**src/rtl/shift_history_buffer_push_edge_detect.sv**
```systemverilog
// Rising-edge qualifier for level-style push requests: one pulse per 0->1
// transition of level_in, timed by the registered previous level.
module push_edge_detect (
  input  logic clock,
  input  logic reset,
  input  logic level_in,
  output logic pulse_out
);

  logic level_prev;

  always_ff @(posedge clock or posedge reset) begin
    if (reset) level_prev <= 1'b0;
    else       level_prev <= level_in;
  end

  assign pulse_out = level_in & ~level_prev;

endmodule

```
**src/rtl/shift_history_buffer.sv**
```systemverilog
// "Last N values" store: each accepted push shifts history one slot deeper and
// inserts data_in at slot 0. Two combinational read taps plus a fixed oldest tap.
module shift_history_buffer #(
  parameter  int WIDTH     = 4,
  parameter  int DEPTH     = 8,
  parameter  int EDGE_MODE = 0,
  localparam int SEL_W     = $clog2(DEPTH),
  localparam int CNT_W     = $clog2(DEPTH + 1)
) (
  input  logic             clock,
  input  logic             reset,
  input  logic             clear,
  input  logic             push,
  input  logic [WIDTH-1:0] data_in,
  input  logic [SEL_W-1:0] tap_sel_a,
  input  logic [SEL_W-1:0] tap_sel_b,
  output logic [WIDTH-1:0] data_out_a,
  output logic [WIDTH-1:0] data_out_b,
  output logic             valid_a,
  output logic             valid_b,
  output logic [WIDTH-1:0] oldest,
  output logic [CNT_W-1:0] count,
  output logic             full
);

  localparam logic [CNT_W-1:0] DEPTH_CNT = CNT_W'(DEPTH);
  localparam logic [SEL_W:0]   DEPTH_SEL = (SEL_W + 1)'(DEPTH);

  logic [WIDTH-1:0] entries [DEPTH-1:0];
  logic             accept;

  generate
    if (EDGE_MODE == 1) begin : g_edge
      push_edge_detect u_push_edge_detect (
        .clock     (clock),
        .reset     (reset),
        .level_in  (push),
        .pulse_out (accept)
      );
    end else begin : g_level
      assign accept = push;
    end
  endgenerate

  // clear outranks accept; a push arriving alongside clear is dropped.
  always_ff @(posedge clock or posedge reset) begin
    if (reset) begin
      for (int i = 0; i < DEPTH; i++) entries[i] <= '0;
      count <= '0;
    end else if (clear) begin
      for (int i = 0; i < DEPTH; i++) entries[i] <= '0;
      count <= '0;
    end else if (accept) begin
      for (int i = DEPTH - 1; i > 0; i--) entries[i] <= entries[i-1];
      entries[0] <= data_in;
      if (count < DEPTH_CNT) count <= count + CNT_W'(1);
    end
  end

  // Taps past the end of storage (DEPTH not a power of two) read as empty.
  always_comb begin
    data_out_a = '0;
    data_out_b = '0;
    if ({1'b0, tap_sel_a} < DEPTH_SEL) data_out_a = entries[tap_sel_a];
    if ({1'b0, tap_sel_b} < DEPTH_SEL) data_out_b = entries[tap_sel_b];
  end

  assign valid_a = CNT_W'(tap_sel_a) < count;
  assign valid_b = CNT_W'(tap_sel_b) < count;
  assign oldest  = entries[DEPTH-1];
  assign full    = (count == DEPTH_CNT);

endmodule
```
**config.mk**
```make
export PLATFORM = sky130hd
export DESIGN_NAME = shift_history_buffer
export DESIGN_NICKNAME = d
export VERILOG_FILES = /design/src/rtl/shift_history_buffer_push_edge_detect.sv /design/src/rtl/shift_history_buffer.sv
export SDC_FILE = /design/constraint.sdc
export NUM_CORES = 1
export LEC_CHECK = 0
export CORE_UTILIZATION = 45
export CTS_BUF_LIST = sky130_fd_sc_hd__clkbuf_16
export CTS_CLUSTER_SIZE = 12
export DETAILED_ROUTE_END_ITERATION = 12
export HOLD_SLACK_MARGIN = 0.15
export PLACE_DENSITY = 0.78
export SYNTH_ARGS = -nofsm -noshare
export SYNTH_HDL_FRONTEND = slang
export SYNTH_SLANG_ARGS = --single-unit
```
**constraint.sdc**
```tcl
create_clock -name clock -period 1.4 [get_ports clock]
set_input_delay 0.21 -clock clock [delete_from_list [all_inputs] [get_ports clock]]
set_output_delay 0.21 -clock clock [all_outputs]
set_load 0.005 [all_outputs]
```
* After elaboration in Yosys (flattened, before gate mapping)
Cells that the tools add are included.
Storage, ports and cells: bits in registers 36, input bits 14, output and inout port bits 19
Operators by class: $add $sub $neg 1, magnitude comparators 5, equal/unequal tests 1, multiplexer cells 9, reductions and logical operators 3
Operators by type and width (number):
- $mux 32 | 2
- $bmux 4 s3 | 2
- $mux 4 | 5
- $lt 3x4->1 | 2
- $lt 3x4->1 const B | 2
- $add 4x1->4 const B | 1
- $eq 4x4->1 const B | 1
- $lt 4x4->1 const B | 1
- $reduce_bool 2->1 | 2
- $reduce_and 2->1 | 1

* Depth between registers and ports, before layout
depth after elaboration 4, gate-level depth with buffers 4

* Worst setup path after synthesis
OpenSTA, ideal clock, no wires.
kind flip-flop to output port, from reg entries[20] in the netlist's numbering, to out data_out_a[0], arrival 1.124 ns, setup slack 0.066 ns, stages on the path, launching flop included 3, cell sequence dfrtp_1 > mux4_1 > mux2_2
Between the ends: longest elaborated chain between the ends 2
Ends and longest elaborated chain:
- start, declared | line shift_history_buffer.sv:29 | logic [WIDTH-1:0] entries [DEPTH-1:0];
- $bmux 4 s3 | line shift_history_buffer.sv:64 | if ({1'b0, tap_sel_a} < DEPTH_SEL) data_out_a = entries[tap_sel_a];
- $mux 4 (not written as such) | line shift_history_buffer.sv:64
- end, declared | line shift_history_buffer.sv:17 | output logic [WIDTH-1:0] data_out_a,
No other way between the ends. The select of a mux whose other input is x is not followed.

* Worst setup path in the final report
from reg entries[25] in the netlist's numbering, to out data_out_a[1]
Same word-level chain as after synthesis.

==> key figures <==
Cells and area
  – Fin area: roughly 0.0033 mm2
  – Ant. Diodes: 0
  – Layout cells sized above 1: roughly half
  – Fill cells: roughly 270
  – Area Growth Syn to Fin: 53.3%
  – Nets@finish: slightly below 300
  – Finished Layout Cells: around 330

Logic synthesis
  – Synth Instances: between 150 and 200
  – #FFs+latches synth: 36
  – Mean post-synth cell area: roughly 13 um2
  – Mapped Nets: 189
  – Yosys cell types: 18
  – Sequential share of the synthesized area: roughly two fifths
  – Yosys warns: 0
  – Mapped cell area: 0.00217 mm2

Clock network
  – H-tree depth: 2
  – Total CTS buffers: 5
  – Clock buffer depth: 2
  – CTS tree: yes
  – # clock sinks: 36
  – Clock Pin Slew Worst Setup and Hold Paths: around 60 ps
  – Clk Latency, worst-skew pair: about 290 ps
  – CTS Root Cell: clkbuf_16

Global routing
  – Total gr overflow: 0
  – Busiest layer in global routing: met2
  – Vias in the first global route: around 1900
  – M3 GR Usage: around 5.2%
  – GRT Total Usage: around a quarter
  – Global Route met2 Usage: roughly 44%
  – First-pass GRT wire length: roughly 9.4 mm
  – M1 GR Usage: 30.6%
  – Largest net degree at the start of global routing: 37
  – Initial antenna violation count: 0

Routing
  – Post-route DRC: 3
  – Post-DRT Antenna Nets: 0
  – Starting DRT DRC Count: 74
  – DR vias/cell: around 5.3
  – Drt wl/cell: 18.1 um
  – Pre-Repair DR Iteration Count: 9
  – DRT Wirelength: a little under 6 mm
  – DR vias: between 1500 and 2000

Setup path
  – Worst EP required: between 1000 and 1500 ps
  – Worst path slowest cell: mux4_2
  – Setup CP Type: flip-flop to output pin
  – Crit path cell chain: buf_6 > mux4_2 > mux2_4 > buf_6
  – Critical Path Start Type: flip-flop
  – Worst setup EP type: output pin
  – Worst Path Arrival: between 1500 and 2000 ps
  – CP dominant cell by count: buf_6
  – Delay of the slowest critical-path stage: ~460 ps
  – Worst Path Max Fanout: 2

Floorplanning
  – Die area: a little over 0.005 mm2
  – Cell Rows: 24
  – Die height: 71.4 um
  – Chip width: slightly above 70 um
  – # IOs: 33
  – Starting density of the core: about half
  – Core area: 0.00447 mm2

Place
  – Placer congestion estimate: approximately 0.79
  – Placed Area: 0.00286 mm2
  – Port Buf Inserts: 32
  – # placed instances: between 200 and 300
  – HPWL Detailed: about 3.5 mm

Power
  – Comb pwr share: around 17%
  – Peak VDD IR: between 1 and 1.5 mV
  – Cell Pwr Density: 841 mW/mm2
  – Sw frac: 22.9%
  – Lkg Pwr: ~1.7 nW
  – Post-route total power: ~0.0028 W
  – Reg power frac: between 30 and 40%
  – Net Sw Power: between 0.0006 and 0.0007 W
  – Int Power: 0.00215 W
  – Clock Power Share: 44.5%

STA
  – Final Critical Period: about 1900 ps
  – Fmax: between 0.5 and 0.6 GHz
  – Final hold viol count: 0
  – RSZ-0062 raised after global routing: yes
  – Setup Viol. Count Final: 11
  – Final Max Slew Viols: 0
  – Final WS setup: -501 ps
  – Slew HR: 83.0%
  – Final Skew: approximately 7.2 ps
  – Least-Margin Pin Slew: between 200 and 300 ps
  – Final period util: 136%

Run
  – Total of max-cap violations: 0

Run status
  – Failing checks: design-rule violations, negative setup slack
  – Status: finished with violations

Hold path
  – Worst min path class: input pin to async pin
## metal layers
layer	up-vias	wire length, um
met3	8	232
met4	0	100
li1	821	-
met2	47	3190
met5	-	0
met1	879	2430
## power by group through the flow
stage | Clock (W) | Sequential (W) | Combinational (W)
floorplan | 0 | 0.00109 | 0.000194
global placement | 0 | 0.00109 | 0.000373
detailed placement | 0 | 0.00109 | 0.000382
CTS | 0.00126 | 0.00107 | 0.000443
global route | 0.00130 | 0.00108 | 0.000512
finish | 0.00124 | 0.00108 | 0.000476
## layout make-up
| class | instances | area (um2) | share of cell area, % |
|---|---|---|---|
| timing repair buffer | 116 | 1000 | 30.2 |
| multi-input combinational | 113 | 1170 | 35.3 |
| tap | 52 | 65.1 | 1.96 |
| inverter | 4 | 15.0 | 0.452 |
| sequential | 36 | 901 | 27.1 |
| clock inverter | 3 | 37.5 | 1.13 |
| clock buffer | 5 | 125 | 3.77 |
## metrics by stage
stage | setup WS [ps] | hold WS [ps] | TNS [ps] | utilization (%)
2_1_floorplan | 66.3 | 366 | 0 | -
3_3_place_gp | -946 | 563 | -9100 | 64.0
3_5_place_dp | -970 | 570 | -9270 | 64.0
4_1_cts | -492 | 282 | -3790 | 72.8
5_1_grt | -523 | 334 | -4280 | 74.2
6_report | -501 | 277 | -3910 | 74.2
## logic make-up (layout without fill, tap and decap cells)
| group | count (synthesis) | after routing | synth area share [%] |
|---|---|---|---|
| compound gates | 5 | 5 | 1.68 |
| simple gates | 43 | 43 | 7.86 |
| xor+xnor | 2 | 2 | 0.809 |
| flops | 36 | 36 | 41.6 |
| mux | 57 | 57 | 38.8 |
| buf+inv | 20 | 128 | 5.78 |
| fa+ha+maj | 6 | 6 | 3.47 |
## critical path, delay by kind of cell, from the launching register on
family / cells / cell delay (ps)
mux: 2 / 760
flops: 1 / 400
buf+inv: 2 / 250
## flip-flops by register name, summed over array words and instances (netlist names)
name     flops
count        4
oldest       4
entries     28
## placed cells by master (no fill, tap or decap), types with 2 or more instances in the layout
| cell type | instances |
|---|---|
| buf_12 | 4 |
| clkdlybuf4s15_1 | 2 |
| inv_1 | 2 |
| buf_4 | 73 |
| nor2_1 | 40 |
| mux2_4 | 8 |
| buf_2 | 4 |
| clkdlybuf4s50_1 | 8 |
| inv_2 | 2 |
| clkinv_1 | 2 |
| o21ai_2 | 2 |
| a211o_1 | 2 |
| ha_4 | 4 |
| buf_6 | 15 |
| xnor2_1 | 2 |
| mux2i_1 | 33 |
| dlygate4sd2_1 | 8 |
| dfrtp_1 | 36 |
| mux4_2 | 15 |
| clkbuf_16 | 5 |
## synth_stat cells
master / instances / area, um2
and3_1: 1 / 6.26
nor2_1: 40 / 150
o21ai_0: 2 / 10.0
nand3b_1: 1 / 7.51
dfrtp_1: 36 / 901
xnor2_1: 2 / 17.5
buf_4: 4 / 30.0
mux2i_1: 33 / 330
mux2_2: 8 / 90.1
nor2b_1: 1 / 6.26
buf_2: 4 / 20.0
buf_6: 4 / 45.0
ha_1: 6 / 75.1
mux4_1: 16 / 420
a211o_1: 2 / 17.5
inv_1: 4 / 15.0
a41oi_1: 1 / 8.76
clkbuf_1: 4 / 15.0
## timing repair
action,4_1_cts,5_1_grt
hold buffers,0,0
setup buffers,29,3
endpoints found under the hold margin,0,0
resized for setup,102,10
pin swaps,2,2
endpoints found under the setup margin,19,13
## worst paths after layout
path                             start             to  cells after the start  slack, ps
min in group clock                push       count[0]                      4        440
hold / removal                   reset       count[1]                      3        280
max in group asynchronous        reset    entries[18]                      3        930
setup reg to reg              count[1]       count[2]                      6        190
setup / recovery           entries[25]  data_out_a[1]                      4       -500
hold reg to reg            entries[20]    entries[20]                      2        610
Note: power is estimated with default switching activity, not from simulation.
